File: src/rtl/alu_op_decoder_if.sv
// rtl/alu_op_decoder_if.sv - instruction-in / decoded-packet-out handshake bundle for alu_op_decoder
// ALU_DEC_ILLEGAL_DROP_EN adds the sticky illegal_seen flag.
interface alu_op_decoder_if #(
    parameter int TAG_W = 32
);
    logic             in_valid;
    logic             in_ready;
    logic [31:0]      in_instr;
    logic [TAG_W-1:0] in_tag;
    logic             out_valid;
    logic             out_ready;
    logic [3:0]       alu_fn;
    logic             b_imm;
    logic             imm_zext;
    logic             use_shamt;
    logic             illegal;
    logic [TAG_W-1:0] out_tag;
`ifdef ALU_DEC_ILLEGAL_DROP_EN
    logic             illegal_seen;
`endif

    modport master (
        output in_valid, in_instr, in_tag, out_ready,
`ifdef ALU_DEC_ILLEGAL_DROP_EN
        input  illegal_seen,
`endif
        input  in_ready, out_valid, alu_fn, b_imm, imm_zext, use_shamt, illegal, out_tag
    );

    modport slave (
        input  in_valid, in_instr, in_tag, out_ready,
`ifdef ALU_DEC_ILLEGAL_DROP_EN
        output illegal_seen,
`endif
        output in_ready, out_valid, alu_fn, b_imm, imm_zext, use_shamt, illegal, out_tag
    );
endinterface

File: src/rtl/alu_op_decoder.sv
// rtl/alu_op_decoder.sv - MIPS instruction to ALU function decoder with 2-entry skid buffer
// ALU_DEC_ILLEGAL_DROP_EN: swallow illegal instructions and raise sticky illegal_seen instead.
module alu_op_decoder #(
    parameter int         TAG_W      = 32,
    parameter logic [3:0] ILLEGAL_FN = 4'b1111
) (
    input  logic             clk,
    input  logic             rst,
    input  logic             flush,
    alu_op_decoder_if.slave  bus
);
    localparam logic [3:0] FN_ADD = 4'b0000;
    localparam logic [3:0] FN_SUB = 4'b0010;
    localparam logic [3:0] FN_AND = 4'b0100;
    localparam logic [3:0] FN_OR  = 4'b0101;
    localparam logic [3:0] FN_NOR = 4'b0110;
    localparam logic [3:0] FN_XOR = 4'b0111;
    localparam logic [3:0] FN_SL  = 4'b1000;
    localparam logic [3:0] FN_SRA = 4'b1001;
    localparam logic [3:0] FN_SRL = 4'b1010;

    typedef struct packed {
        logic [3:0]       fn;
        logic             b_imm;
        logic             imm_zext;
        logic             use_shamt;
        logic             illegal;
        logic [TAG_W-1:0] tag;
    } pkt_t;

    pkt_t       dec;
    pkt_t       slot0;
    pkt_t       slot1;
    logic [1:0] count;
    logic [1:0] count_next;
    logic       ready_q;
    logic       legal;
    logic       accept;
    logic       push;
    logic       pop;
    logic [5:0] opcode;
    logic [5:0] funct;
    logic       unused_instr_bits;

    assign opcode            = bus.in_instr[31:26];
    assign funct             = bus.in_instr[5:0];
    assign unused_instr_bits = ^bus.in_instr[25:6];

    always_comb begin
        dec       = '0;
        dec.tag   = bus.in_tag;
        legal     = 1'b1;
        case (opcode)
            6'b000000: begin
                case (funct)
                    6'b100000, 6'b100001: dec.fn = FN_ADD;
                    6'b100010, 6'b100011: dec.fn = FN_SUB;
                    6'b100100: dec.fn = FN_AND;
                    6'b100101: dec.fn = FN_OR;
                    6'b100110: dec.fn = FN_XOR;
                    6'b100111: dec.fn = FN_NOR;
                    6'b000000: begin dec.fn = FN_SL;  dec.use_shamt = 1'b1; end
                    6'b000010: begin dec.fn = FN_SRL; dec.use_shamt = 1'b1; end
                    6'b000011: begin dec.fn = FN_SRA; dec.use_shamt = 1'b1; end
                    6'b000100: dec.fn = FN_SL;
                    6'b000110: dec.fn = FN_SRL;
                    6'b000111: dec.fn = FN_SRA;
                    default:   legal = 1'b0;
                endcase
            end
            6'b001000, 6'b001001, 6'b100011, 6'b101011: begin
                dec.fn    = FN_ADD;
                dec.b_imm = 1'b1;
            end
            6'b001100: begin dec.fn = FN_AND; dec.b_imm = 1'b1; dec.imm_zext = 1'b1; end
            6'b001101: begin dec.fn = FN_OR;  dec.b_imm = 1'b1; dec.imm_zext = 1'b1; end
            6'b001110: begin dec.fn = FN_XOR; dec.b_imm = 1'b1; dec.imm_zext = 1'b1; end
            6'b000100, 6'b000101: dec.fn = FN_SUB;
            default: legal = 1'b0;
        endcase
        if (!legal) begin
            dec.fn        = ILLEGAL_FN;
            dec.b_imm     = 1'b0;
            dec.imm_zext  = 1'b0;
            dec.use_shamt = 1'b0;
            dec.illegal   = 1'b1;
        end
    end

    assign accept = bus.in_valid & ready_q & ~flush;
`ifdef ALU_DEC_ILLEGAL_DROP_EN
    assign push   = accept & ~dec.illegal;
`else
    assign push   = accept;
`endif
    assign pop    = (count != 2'd0) & bus.out_ready;

    always_comb begin
        count_next = count;
        if (push && !pop)
            count_next = count + 2'd1;
        else if (pop && !push)
            count_next = count - 2'd1;
    end

    // slot0 is the presented head; it is left untouched when the buffer drains so outputs hold
    always_ff @(posedge clk) begin
        if (rst) begin
            count   <= 2'd0;
            ready_q <= 1'b0;
            slot0   <= '0;
            slot1   <= '0;
        end else if (flush) begin
            count   <= 2'd0;
            ready_q <= 1'b1;
        end else begin
            count   <= count_next;
            ready_q <= (count_next != 2'd2);
            if (pop && count == 2'd2)
                slot0 <= slot1;
            if (push) begin
                if (count == 2'd0 || (count == 2'd1 && pop))
                    slot0 <= dec;
                else
                    slot1 <= dec;
            end
        end
    end

`ifdef ALU_DEC_ILLEGAL_DROP_EN
    logic seen_q;
    always_ff @(posedge clk) begin
        if (rst)
            seen_q <= 1'b0;
        else if (accept && dec.illegal)
            seen_q <= 1'b1;
    end
    assign bus.illegal_seen = seen_q;
    assign bus.illegal      = 1'b0;
`else
    assign bus.illegal      = slot0.illegal;
`endif

    assign bus.in_ready  = ready_q;
    assign bus.out_valid = (count != 2'd0);
    assign bus.alu_fn    = slot0.fn;
    assign bus.b_imm     = slot0.b_imm;
    assign bus.imm_zext  = slot0.imm_zext;
    assign bus.use_shamt = slot0.use_shamt;
    assign bus.out_tag   = slot0.tag;
endmodule

File: src/flat_wrapper.sv
// flat-port wrapper written by rule: the top's interface ports become plain ports
module alu_op_decoder_flat 
#(
    parameter int         TAG_W      = 32,
    parameter logic [3:0] ILLEGAL_FN = 4'b1111
)
  (clk, rst, flush, bus_in_valid, bus_in_instr, bus_in_tag, bus_out_ready, bus_in_ready, bus_out_valid, bus_alu_fn, bus_b_imm, bus_imm_zext, bus_use_shamt, bus_illegal, bus_out_tag);
  alu_op_decoder_if #(.TAG_W(TAG_W)) bus_i ();
  input  logic clk;
  input  logic rst;
  input  logic flush;
  input wire logic [$bits(bus_i.in_valid)-1:0] bus_in_valid;
  input wire logic [$bits(bus_i.in_instr)-1:0] bus_in_instr;
  input wire logic [$bits(bus_i.in_tag)-1:0] bus_in_tag;
  input wire logic [$bits(bus_i.out_ready)-1:0] bus_out_ready;
  output wire logic [$bits(bus_i.in_ready)-1:0] bus_in_ready;
  output wire logic [$bits(bus_i.out_valid)-1:0] bus_out_valid;
  output wire logic [$bits(bus_i.alu_fn)-1:0] bus_alu_fn;
  output wire logic [$bits(bus_i.b_imm)-1:0] bus_b_imm;
  output wire logic [$bits(bus_i.imm_zext)-1:0] bus_imm_zext;
  output wire logic [$bits(bus_i.use_shamt)-1:0] bus_use_shamt;
  output wire logic [$bits(bus_i.illegal)-1:0] bus_illegal;
  output wire logic [$bits(bus_i.out_tag)-1:0] bus_out_tag;
  assign bus_i.in_valid = bus_in_valid;
  assign bus_i.in_instr = bus_in_instr;
  assign bus_i.in_tag = bus_in_tag;
  assign bus_i.out_ready = bus_out_ready;
  assign bus_in_ready = bus_i.in_ready;
  assign bus_out_valid = bus_i.out_valid;
  assign bus_alu_fn = bus_i.alu_fn;
  assign bus_b_imm = bus_i.b_imm;
  assign bus_imm_zext = bus_i.imm_zext;
  assign bus_use_shamt = bus_i.use_shamt;
  assign bus_illegal = bus_i.illegal;
  assign bus_out_tag = bus_i.out_tag;
  alu_op_decoder #(.TAG_W(TAG_W), .ILLEGAL_FN(ILLEGAL_FN)) u_core (.clk(clk), .rst(rst), .flush(flush), .bus(bus_i));
endmodule
File: config.mk
export PLATFORM = sky130hd
export DESIGN_NAME = alu_op_decoder_flat
export DESIGN_NICKNAME = d
export VERILOG_FILES = /design/src/rtl/alu_op_decoder_if.sv /design/src/rtl/alu_op_decoder.sv /design/src/flat_wrapper.sv
export SDC_FILE = /design/constraint.sdc
export NUM_CORES = 1
export LEC_CHECK = 0
export CORE_MARGIN = 2
export CORE_UTILIZATION = 35
export CTS_CLUSTER_SIZE = 16
export DETAILED_ROUTE_END_ITERATION = 8
export PLACE_DENSITY = 0.61
export SLEW_MARGIN = 30
export SYNTH_ARGS = -nofsm -noshare
export SYNTH_HDL_FRONTEND = slang
export SYNTH_SLANG_ARGS = --single-unit
export TNS_END_PERCENT = 30
File: constraint.sdc
create_clock -name clk -period 2.4 [get_ports clk]
set_input_delay 0.48 -clock clk [delete_from_list [all_inputs] [get_ports clk]]
set_output_delay 0.48 -clock clk [all_outputs]
set_load 0.03 [all_outputs]
==> impl_metrics.yaml <==
synth:
  async_flop_share: 0
  yosysTopAreaCell: "dfxtp_1"
  syn_area_per_cell_um2: 8.004
  synth_warnings: 0
  syn_nets: 540
  synth_commonest_cells: "nand2_1 (85), dfxtp_1 (83), a21oi_1 (51)"
  synth-edff-count: 0
  synthCells: 468
  synth_most_common_cell: "nand2_1"
  synth.distinct_cells: 47
  synth_area_um2: 3746
  ys.flop_type: "dfxtp_1"
  ys_ff_latch: 83
  synth_top_area_share: 0.4436
  ys_seq_area_frac: 0.4436
  synthTopCellsByArea: "dfxtp_1 (44%), nand2_1 (8.5%), a211oi_1 (7.0%)"
critical_path:
  crit_path_top_delay_cell: "dfxtp_1"
  path_buf_inv: 3
  crit_top_cell: "inv_1"
  crit_path_end_kind: "output pin"
  path_cells: "inv_1 > ha_1 > inv_1 > dlygate4sd2_1"
  cp.arrival_ns: 1.65
  cp_max_fo: 5
  cp.required_ns: 1.92
  slowest_delay_ns: 0.42
  crit_type: "flip-flop to output pin"
  startpoint_type: "flip-flop"
  critical-path-top-delay-family: "buffers and inverters"
floorplanning:
  rows: 37
  num_io_pins: 111
  die_x_um: 107.5
  die_y_um: 107.5
  fp.coreArea_um2: 10370
  die_area_um2: 11550
  start_util: 0.3612
clocking:
  cts_buffer_depth: 2
  clock-sinks: 83
  numCtsBuffers: 9
  path_clk_slew_ns: 0.09
  clock_latency_ns: 0.35
  cts_tree: "built"
  cts_max_level: 3
  hold_buffers: 0
  cts_root_buf: "clkbuf_8"
drt:
  ant_nets: 0
  drtPass1Iterations: 5
  vias: 3501
  routed_wl_mm: 9.615
  wl_per_cell_um: 13.89
  drt_iter0_drc: 135
  vias_per_cell: 5.059
  drc_errors: 0
timing:
  fin_crit_ns: 2.127
  final.setup_skew_ns: 0.007766
  setup_viol: 0
  slew_viol_final: 0
  hold_viol: 0
  worstMarginPinSlew_ns: 0.3752
  setup_slack_ns: 0.2731
  fin_crit_sh: 0.8862
  rsz0062_at_grt: "false"
  maxSlewHeadroom: 0.7476
  fmax_mhz: 470.2
  tns_ns: 0
layout:
  fin_area_um2: 4991
  area_delta_synth_final_pct: 33.23
  final_nets: 623
  register_area_um2: 1662
  fill_cells: 1007
  layout-drive-gt1-share: 0.09532
  multi_input_area_um2: 1879
  antennaDiodeCount: 0
grt:
  grt_pass1_vias: 3220
  antenna_found_initial: 0
  overflow: 0
  grtUsageTotal: 0.1710
  grt_max_degree: 36
  grt_pass1_wl_mm: 15.76
power_and_ir_drop:
  ir_worst_vdd_uv: 308.5
  power.density_nw_per_um2: 568.9
  p_total_mw: 2.839
  power.leakage_nw: 1.645
hold_path:
  hold_class: "flip-flop to flip-flop"
place:
  place.gp.congestion: 0.8223
  place_area_um2: 4816
  portBuffers: 90
  place_hpwl_mm: 6.737
  pre_cts_ws_ns: 0.09786
job:
  maxCapViolations: 0
outcome:
  run_status: "finished clean"
-- placed cells by master, fill, tap and decap left out, types with 2 or more instances in the layout --
| master | count |
|---|---|
| nand2b_1 | 4 |
| o22a_1 | 2 |
| nor2_2 | 4 |
| nand3_1 | 4 |
| clkdlybuf4s50_1 | 88 |
| inv_1 | 5 |
| o21ai_0 | 34 |
| buf_12 | 2 |
| nor3_1 | 3 |
| xnor2_1 | 3 |
| ha_1 | 3 |
| clkbuf_8 | 9 |
| a21oi_2 | 2 |
| a31oi_1 | 2 |
| a211oi_1 | 35 |
| clkinv_4 | 2 |
| or3_1 | 31 |
| mux2i_1 | 6 |
| nand3b_1 | 2 |
| nand2_1 | 85 |
| buf_4 | 20 |
| clkinv_2 | 2 |
| a221oi_1 | 4 |
| nor2_1 | 40 |
| o22ai_1 | 4 |
| inv_6 | 2 |
| dfxtp_1 | 83 |
| a21oi_1 | 51 |
| nand4b_1 | 2 |
-- tightest hold or removal path, cell delays in order, from the launching register on --
cell and delay [ns]:
dfxtp_1 0.31, nand2_1 0.05, a21oi_1 0.05
-- worst paths after layout --
kind,slack [ns],cells past startpoint,from,to
min,0.45,2,u_core.slot1[18],u_core.slot1[18]
max,0.27,4,u_core.count[0],bus_out_valid
max reg2reg,0.38,7,u_core.count[0],u_core.bus.out_tag[7]
min reg2reg,0.45,2,u_core.slot1[18],u_core.slot1[18]
-- what timing repair did --
item                                    in CTS  in global routing
hold endpoints to repair                     0                  0
endpoints found under the setup margin       1                  0
resized for setup                            1                  0
buffers inserted                             0                  0
-- logic make-up (layout without fill, tap and decap cells) --
kind of cell | Yosys count | after routing | share of synthesized area
and+or+nand+nor | 184 | 184 | 0.2291
AOI/OAI and AO/OA | 142 | 142 | 0.2311
DFF | 83 | 83 | 0.4436
buffers and inverters | 45 | 133 | 0.05745
muxes | 7 | 7 | 0.01904
adders and majority gates | 4 | 4 | 0.01269
xor gates and xnor gates | 3 | 3 | 0.007015
-- metrics by stage --
| stage | hold WS (ns) | cells | util |
|---|---|---|---|
| after global placement | 0.4371 | 676 | 0.4644 |
| after floorplan | 0.4319 | 468 | - |
| after detailed placement | 0.4432 | 676 | 0.4644 |
| after CTS | 0.4551 | 692 | 0.4813 |
| final | 0.4528 | 692 | 0.4813 |
| after global routing | 0.4669 | 692 | 0.4813 |
-- registers in the layout (all words and copies together) (netlist names) --
signal,flops
u_core.bus.illegal,1
u_core.bus.b_imm,1
u_core.bus.out_tag,32
u_core.bus.imm_zext,1
u_core.bus.use_shamt,1
u_core.count,2
u_core.bus.in_ready,1
u_core.bus.alu_fn,4
u_core.slot1,40
-- cell type report --
class                   instances  share of cell area
repair buffers                112              0.2173
multi-input cells             340              0.3765
inverters                       5            0.003760
flip-flops and latches         83              0.3329
clock inverters                 7             0.01053
clock buffers                   9             0.02482
well taps                     136             0.03409
-- report_power, final --
| part | total (mW) | switching, mW | internal [mW] | leakage (nW) |
|---|---|---|---|---|
| registers | 1.45 | 0.0272 | 1.42 | 0.673 |
| clock network | 0.905 | 0.522 | 0.383 | 0.0900 |
| logic | 0.483 | 0.264 | 0.219 | 0.881 |
-- layer usage --
layer	track usage	vias up	wire (um)
met5	0	-	0
li1	-	1800	-
met4	0.06868	0	235
met3	0.02906	18	369
met1	0.2201	1607	4321
met2	0.2844	76	4689
Note: power is estimated with default switching activity, not from simulation.
